==> src/rtl/sar_magnitude_search.sv <==
// sar_magnitude_search
// Drives the B side of a combinational magnitude comparator. It recovers the
// unknown value on the comparator's A input by successive approximation:
// MSB first, one trial bit per clock, and it stops early when the comparator
// reports equality.
//
// Ports:
//   clk      rising-edge clock
//   reset    synchronous, active-high reset (priority over everything)
//   start    begin a search; only looked at while idle
//   A_gt_B   comparator flag: unknown A > trial
//   A_lt_B   comparator flag: unknown A < trial
//   A_eq_B   comparator flag: unknown A == trial
//   trial    registered value presented to the comparator B input
//   result   recovered value, held from done until the next start
//   busy     high while trial bits are being tested
//   done     one-cycle pulse when result is valid
//   err      raised with done when the flags were inconsistent; held until next start
module sar_magnitude_search #(
  parameter int WIDTH = 4
) (
  input  logic             clk,
  input  logic             reset,
  input  logic             start,
  input  logic             A_gt_B,
  input  logic             A_lt_B,
  input  logic             A_eq_B,
  output logic [WIDTH-1:0] trial,
  output logic [WIDTH-1:0] result,
  output logic             busy,
  output logic             done,
  output logic             err
);

  localparam int IW = $clog2(WIDTH);
  localparam logic [IW-1:0] IDX_TOP = IW'(WIDTH - 1);
  localparam logic [IW-1:0] IDX_ONE = IW'(1);

  typedef enum logic [1:0] {
    IDLE = 2'd0,
    TEST = 2'd1,
    DONE = 2'd2
  } state_t;

  state_t           state_q, state_d;
  logic [WIDTH-1:0] trial_q, trial_d;
  logic [WIDTH-1:0] result_q, result_d;
  logic [IW-1:0]    idx_q, idx_d;
  logic             busy_q, busy_d;
  logic             done_q, done_d;
  logic             err_q, err_d;

  logic [WIDTH-1:0] nextTrial;
  logic             flagsOneHot;

  // State and output registers. busy/done are registered from the next state
  // so every output comes straight from a flop.
  always_ff @(posedge clk) begin
    if (reset) begin
      state_q  <= IDLE;
      trial_q  <= '0;
      result_q <= '0;
      idx_q    <= IDX_TOP;
      busy_q   <= 1'b0;
      done_q   <= 1'b0;
      err_q    <= 1'b0;
    end else begin
      state_q  <= state_d;
      trial_q  <= trial_d;
      result_q <= result_d;
      idx_q    <= idx_d;
      busy_q   <= busy_d;
      done_q   <= done_d;
      err_q    <= err_d;
    end
  end

  // Next-state logic. In TEST the flags describe the trial registered during
  // this cycle; the current bit is kept on "greater" and cleared on "less",
  // then the next lower bit is set as the new guess.
  always_comb begin
    state_d     = state_q;
    trial_d     = trial_q;
    result_d    = result_q;
    idx_d       = idx_q;
    err_d       = err_q;
    nextTrial   = trial_q;
    flagsOneHot = ({A_gt_B, A_lt_B, A_eq_B} == 3'b100) ||
                  ({A_gt_B, A_lt_B, A_eq_B} == 3'b010) ||
                  ({A_gt_B, A_lt_B, A_eq_B} == 3'b001);

    case (state_q)
      IDLE: begin
        if (start) begin
          trial_d            = '0;
          trial_d[WIDTH-1]   = 1'b1;
          idx_d              = IDX_TOP;
          result_d           = '0;
          err_d              = 1'b0;
          state_d            = TEST;
        end
      end

      TEST: begin
        if (!flagsOneHot) begin
          err_d    = 1'b1;
          result_d = trial_q;
          state_d  = DONE;
        end else if (A_eq_B) begin
          result_d = trial_q;
          state_d  = DONE;
        end else if (A_gt_B && (idx_q == '0)) begin
          // Every bit is already set as far as it can go; a consistent
          // comparator cannot report "greater" here.
          err_d    = 1'b1;
          result_d = trial_q;
          state_d  = DONE;
        end else begin
          if (A_lt_B) begin
            nextTrial[idx_q] = 1'b0;
          end
          if (idx_q == '0) begin
            result_d = nextTrial;
            state_d  = DONE;
          end else begin
            trial_d                  = nextTrial;
            trial_d[idx_q - IDX_ONE] = 1'b1;
            idx_d                    = idx_q - IDX_ONE;
          end
        end
      end

      DONE: begin
        // trial keeps its last value during DONE and returns to zero in IDLE.
        trial_d = '0;
        state_d = IDLE;
      end

      default: begin
        state_d = IDLE;
      end
    endcase

    busy_d = (state_d == TEST);
    done_d = (state_d == DONE);
  end

  assign trial  = trial_q;
  assign result = result_q;
  assign busy   = busy_q;
  assign done   = done_q;
  assign err    = err_q;

endmodule

==> config.mk <==
export PLATFORM = sky130hd
export DESIGN_NAME = sar_magnitude_search
export DESIGN_NICKNAME = d
export VERILOG_FILES = /design/src/rtl/sar_magnitude_search.sv
export SDC_FILE = /design/constraint.sdc
export NUM_CORES = 1
export LEC_CHECK = 0
export ABC_AREA = 1
export CAP_MARGIN = 15
export CORE_ASPECT_RATIO = 1.75
export CORE_MARGIN = 4
export CORE_UTILIZATION = 40
export CTS_CLUSTER_SIZE = 30
export DETAILED_ROUTE_END_ITERATION = 10
export PLACE_DENSITY_LB_ADDON = 0.12
export SLEW_MARGIN = 25
export SYNTH_ARGS = -nofsm -noshare
export SYNTH_HDL_FRONTEND = slang
export SYNTH_SLANG_ARGS = --single-unit
==> constraint.sdc <==
create_clock -name clk -period 2.05 [get_ports clk]
set_input_delay 0.5125 -clock clk [delete_from_list [all_inputs] [get_ports clk]]
set_output_delay 0.5125 -clock clk [all_outputs]
set_load 0.02 [all_outputs]
After elaboration in Yosys (flattened, before gate mapping)
Index checks and enable logic that the tools add are counted.
- multiplexer cells: 38
- bitwise logic cells: 3
- magnitude comparators: 4
- eq/ne operators: 15
- reductions and logical operators: 13
- add/sub/neg operators: 1
- operator list (cell ; count):
    $mux 4 ; 15
    $mux 2 ; 10
    $pmux 4 s3 ; 1
    $reduce_and 6->1 ; 2
    $ne 2x2->1 const B ; 5
    $pmux 2 s2 ; 2
    $pmux 4 s2 ; 1
    $lt 2x3->1 const B ; 2
    $mux 1 ; 6
    $ne 3x3->1 const B ; 2
    $ne 5x5->1 const B ; 1
    $and 4x4->4 ; 1
    $demux 1 s2 ; 2
    $eq 2x1->1 const B ; 2
    $eq 2x2->1 const B ; 2
    $ge 2x1->1 const B ; 2
    $logic_not 2->1 ; 2
    $not 4->4 ; 1
    $or 4x4->4 ; 1
    $reduce_and 4->1 ; 1
    $eq 3x1->1 const B ; 1
    $eq 3x2->1 const B ; 1
    $eq 3x3->1 const B ; 1
    $logic_and 1x1->1 ; 3
    other kinds (6) ; 7
- logic and storage cells: 81
- output and inout bits: 11
- bits in registers: 15
- input port bits: 6

Depth between registers and ports, before layout
Gate-level depths: netlist of run 1.
- word-level depth: 17
- gate-level depth with buffers: 11
- mapped depth without buffers: 10

Worst setup path after synthesis of run 1
Ideal clock, no wire load.
- path kind: register to register
- from: reg state_q[1]
- to: reg trial_q[3] (netlist: trial[3])
- required time: 1.986 ns
- slack: 0.641 ns
- path buffers: 1
- setup time: 0.064 ns
- period minus slack after synthesis: 1.409 ns
- cell stages (with the launch flop): 11
- arrival time: 1.345 ns
- path through: dfxtp_1 > inv_1 > ha_1 > buf_6 > nand2_1 > nand2_1 > nor2_2 > nand3_4 > nand2_1 > inv_1 > nor2_1
- longest elaborated chain between the ends: 3
- RTL lines (what ; line ; source):
    start: declaration ; 45 ; state_t state_q, state_d;
    start signal: assignment ; 68 ; state_q <= state_d;
    $eq 2x1->1, or another cell as far along ; 92 ; case (state_q)
    $ne 2x2->1 (no line) / $reduce_bool 3->1 (equally long branches) ; -- ;
    $reduce_and 6->1 (no line) ; -- ;
    end signal: assignment ; 69 ; trial_q <= trial_d;
    end: declaration ; 46 ; logic [WIDTH-1:0] trial_q, trial_d;
Several ways; a longest one is shown, not always the timed one.
A chain may end at the register's enable or synchronous reset.

Worst setup path in the final report of run 1
- from: reg trial_q[3] (netlist: trial[3])
- to: out trial[3]
- RTL lines (what ; line ; source):
    end: declaration ; 28 ; output logic [WIDTH-1:0] trial,
No word-level cell between the ends.

==> impl_metrics.ini, run 1 <==
[worst_setup_path]
r2r-start = state_q[1]
r2r-end = idx_q[0]
critical_path.cell_chain = clkdlybuf4s50_1
crit_buf_inv = 1
slowest_stage = clkdlybuf4s50_1
worstSetupPathType = reg2out
reg2regPathDepth = 9
r2r_setup_slack_ps = 330
cp.required_ps = 1540
path_delay_family = buffers and inverters
critPathMaxFanout = 4
cp.arrival_ps = 1280
cpPeakStageDelay_ps = 630
cp-end-kind = output pin
start_kind = flip-flop

[synthesis]
yosys-top-cells-area = dfxtp_1, nand2_1, ha_1
seq_area_frac_synth = 0.286
syn_inst = 161
synth_top_area_frac = 0.286
synth_top_cell_by_area = dfxtp_1
yosysUniqueCellTypes = 21
yosys_register_bits = 15
postSynthAreaPerCell_um2 = 6.53
syn_nets = 176
syn-cell-area_um2 = 1050
synth_warnings = 0

[clocking]
path_clk_slew_ps = 60
insertion_delay_ps = 250
numCtsBuffers = 3
cts_setup_buffers = 0
root_buffer = clkbuf_8
cts_htree_levels = 1
tritoncts = yes
clockBufferDepth = 2
ctsResizeCount = 0
numClockSinks = 15
ctsHoldBuffers = 0

[grt]
grt_usage = 0.163
grt_pass1_wl_um = 4120
gr-total-overflow = 0
grt_max_degree = 11
grt_pass1_vias = 974
antenna_found_initial = 0

[detailed_routing]
num_vias = 1001
finalWirelength_um = 2440
drc_errors = 0
avgViaCountPerCell = 4.84
initialDrtViolationCount = 25
antenna_left = 0
drtPass1Iterations = 4
routedWlPerCell_um = 11.8

[final_layout]
drive_gt1_frac = 0.0829
instances_no_fill = 207
finalInstanceArea_um2 = 1280
final_core_util = 0.513
nets = 197
num_antenna_cells = 0
area_delta_synth_final_pct = 21.7
mostFrequentLayoutCells = nand2_1, inv_1, clkdlybuf4s50_1
final_common_cell = nand2_1
fillers = 257

[sta]
finalHoldViolations = 0
rsz0062_at_grt = no
timing.fmax_mhz = 559
slew_headroom = 0.774
finalCriticalPeriod_ps = 1790
fin_skew_ps = 2.34
tns_ps = 0
postLayoutSetupSlackWorst_ps = 260
slew_violations = 0
whs_ps = 451
finalSetupViolations = 0
max_slew.worst_pin.slew_ps = 338
fin_crit_sh = 0.873

[power]
power_density_nw_per_um2 = 1370
ir_drop_uv = 589
power.total_mw = 1.75
p_leak_nw = 0.664

[floorplan]
core_area_um2 = 2490
dieWidth_um = 46.8
die_h_um = 75.8
pin_count = 17
initial_core_util = 0.422
die_area_um2 = 3540
fp-row-count = 24

[worst_hold_path]
hold_end = err
hp-class = reg2reg
hold_start = err
holdPathStages = 2

[placement]
dp_slack_ps = 118
dp.cells = 203
dp_hpwl_um = 1970
port_buffers = 16
place.gp.congestion = 0.829
placed_cell_area_um2 = 1230

[job]
max_cap_violations = 0

[run_status]
outcome = finished clean
-- layer usage --
metal,GRT usage,vias to the layer above,wire [µm]
met2,0.310,30,1370
met4,0.0738,0,18
met3,0.0213,3,101
met1,0.166,428,953
met5,0,-,0
li1,-,540,-
-- cell usage after synthesis --
cell and instances:
nand4_1 9, a21oi_1 4, o21ai_0 2, nand2_1 53, a21boi_0 1, nor2_2 2
nand4_2 1, clkinv_1 1, clkbuf_8 1, nand3_2 1, nand2_2 2, nor3_1 3
a21oi_2 1, dfxtp_1 15, inv_2 1, ha_1 9, buf_6 1, nand3_4 2
inv_1 28, nand3_1 9, nor2_1 15
-- area by class of cell --
type | instances | area, µm² | share of cell area
multi-input cells | 114 | 613 | 0.479
inverters | 30 | 113 | 0.0881
clock buffers | 4 | 45.0 | 0.0352
well taps | 26 | 32.5 | 0.0254
flip-flops and latches | 15 | 300 | 0.235
repair buffers | 18 | 175 | 0.137
-- state kept, by name, summed over array words and instances (netlist names) --
signal	cells
busy	1
done	1
err	1
idx_q	2
result	4
state_q	2
trial	4
-- cell families after synthesis --
kind of cell    after synthesis  share of synthesized area
buf+inv                      32                      0.131
compound gates                8                     0.0441
simple gates                 97                      0.432
flops                        15                      0.286
fa+ha+maj                     9                      0.107
-- how the worst max path moves through the flow --
stage	start	to	slack (ps)	cells past startpoint
finish	trial[3]	trial[3]	260	1
global route	state_q[1]	idx_q[0]	90	9
CTS	trial[3]	trial[3]	260	1
detailed placement	A_gt_B	state_q[1]	120	10
global placement	A_gt_B	state_q[1]	150	10
floorplan	state_q[1]	trial[3]	640	10
-- power breakdown --
group          internal, mW  switching, mW  total, mW
combinational         0.406          0.610       1.02
sequential            0.402         0.0847      0.486
clock                 0.138          0.112      0.250
Power figures use the tool's default switching activity.
==> inputs of run 2 (changes only) <==
- CORE_MARGIN: 4 -> default
==> run 2 against run 1 <==
Worst hold slack about the same. Die area fell by 20%. First-iteration DRC count grew 56%. Cell count up 0.48%. Flip-flop and latch count is the same. Design area increased by 0.59%. Largest power group unchanged. Utilization grew 0.30 points. Clock power barely moved. Routed wire length is 1.7% lower. Worst setup slack improved by 6.0 ps. Critical path depth unchanged. Global-route usage increased by 3.6 points. Largest cell class unchanged.
==> impl_metrics.ini, run 2 (same netlist as run 1, synthesis figures left out) <==
[run_status]
outcome = finished clean

[job]
max_cap_violations = 0

[sta]
slew_violations = 0
finalCriticalPeriod_ps = 1780
finalHoldViolations = 0
rsz0062_at_grt = no
max_slew.worst_pin.slew_ps = 318
timing.fmax_mhz = 561
finalSetupViolations = 0
tns_ps = 0
fin_crit_sh = 0.870
slew_headroom = 0.787
fin_skew_ps = 1.69

[clocking]
path_clk_slew_ps = 60
tritoncts = yes
numCtsBuffers = 3
clockBufferDepth = 2
numClockSinks = 15
root_buffer = clkbuf_8
cts_setup_buffers = 0
insertion_delay_ps = 260
cts_htree_levels = 1
ctsResizeCount = 0
ctsHoldBuffers = 0

[placement]
port_buffers = 16
place.gp.congestion = 0.823
dp_hpwl_um = 1930
placed_cell_area_um2 = 1240

[worst_setup_path]
cp-end-kind = output pin
path_depth = 1
cp.arrival_ps = 1270
cpPeakStageDelay_ps = 620
slowest_stage = clkdlybuf4s50_1
crit_buf_inv = 1
critical_path.cell_chain = clkdlybuf4s50_1
critPathMaxFanout = 4
start_kind = flip-flop
worstSetupPathType = reg2out
r2r_setup_slack_ps = 390
reg2regPathDepth = 10
r2r-start = state_q[1]
cp.required_ps = 1540
path_delay_family = buffers and inverters
r2r-end = trial[1]

[worst_hold_path]
hold_end = err
holdPathStages = 2
hp-class = reg2reg
hold_start = err

[floorplan]
initial_core_util = 0.422
pin_count = 17
die_h_um = 69.8
dieWidth_um = 40.8
fp-row-count = 24
core_area_um2 = 2490
die_area_um2 = 2840

[grt]
grt_pass1_vias = 968
grt_pass1_wl_um = 3920
grt_max_degree = 11
grt_usage = 0.198
gr-total-overflow = 0
antenna_found_initial = 0

[final_layout]
num_antenna_cells = 0
drive_gt1_frac = 0.0879
finalInstanceArea_um2 = 1290
mostFrequentLayoutCells = nand2_1, inv_1, clkdlybuf4s50_1
final_common_cell = nand2_1
fillers = 266
nets = 198
area_delta_synth_final_pct = 22.4

[power]
power_density_nw_per_um2 = 1370
ir_drop_uv = 696
p_leak_nw = 0.669

[detailed_routing]
initialDrtViolationCount = 39
drtPass1Iterations = 4
wl_met2_um = 1290
drc_errors = 0
top_layer = met4
antenna_left = 0
wl_met3_um = 59
routedWlPerCell_um = 11.5
finalWirelength_um = 2400
avgViaCountPerCell = 5.04
wl_met1_um = 968
num_vias = 1049
[run 2: cell count changes in the layout (fill, tap and decap cells not counted), sizes merged]
cell	before	now
buf	2	3
[run 2: how the worst max path moves through the flow]
stage / start / to
3_3_place_gp: A_lt_B / trial[1]
5_1_grt: state_q[1] / idx_q[1]
6_report: trial[2] / trial[2]
4_1_cts: trial[3] / trial[3]
2_1_floorplan: state_q[1] / trial[3]
3_5_place_dp: A_gt_B / result[2]
[run 2: worst min-delay path, cell delays in order, from the launching register on]
cell and delay, ps:
dfxtp_1 310, inv_1 40, a21oi_1 50
[run 2: layout make-up]
| cell class | count | area, µm² | area share |
|---|---|---|---|
| Multi-Input combinational cell | 114 | 613 | 0.477 |
| Sequential cell | 15 | 300 | 0.233 |
| Timing Repair Buffer | 19 | 183 | 0.142 |
| Inverter | 30 | 113 | 0.0875 |
| Clock buffer | 4 | 45.0 | 0.0350 |
| Tap cell | 26 | 32.5 | 0.0253 |
[run 2: per-stage QoR]
stage | hold slack (ps) | std cells | total power, mW | utilization | worst slack (ps)
CTS | 460 | 208 | 1.77 | 0.516 | 276
detailed placement | 451 | 204 | 1.52 | 0.498 | 134
global route | 487 | 208 | 1.93 | 0.516 | 220
floorplan | 479 | 161 | 1.22 | - | 641
finish | 450 | 208 | 1.77 | 0.516 | 266
global placement | 442 | 204 | 1.51 | 0.498 | 168
[run 2: power breakdown]
part	leakage, nW	switching (mW)	internal, mW	total [mW]
Combinational	0.523	0.615	0.415	1.03
Sequential	0.123	0.0812	0.402	0.483
Clock	0.0228	0.114	0.138	0.252
[run 2: per-layer routing]
metal	vias up	GRT usage
met3	7	0.0288
li1	542	-
met2	24	0.342
met5	-	0
met4	0	0.107
met1	476	0.206
==> inputs of run 3 (changes only) <==
- CAP_MARGIN: 15 -> 25
==> results of run 3 <==
Final layout, timing and power as in run 2 (identical DEF).
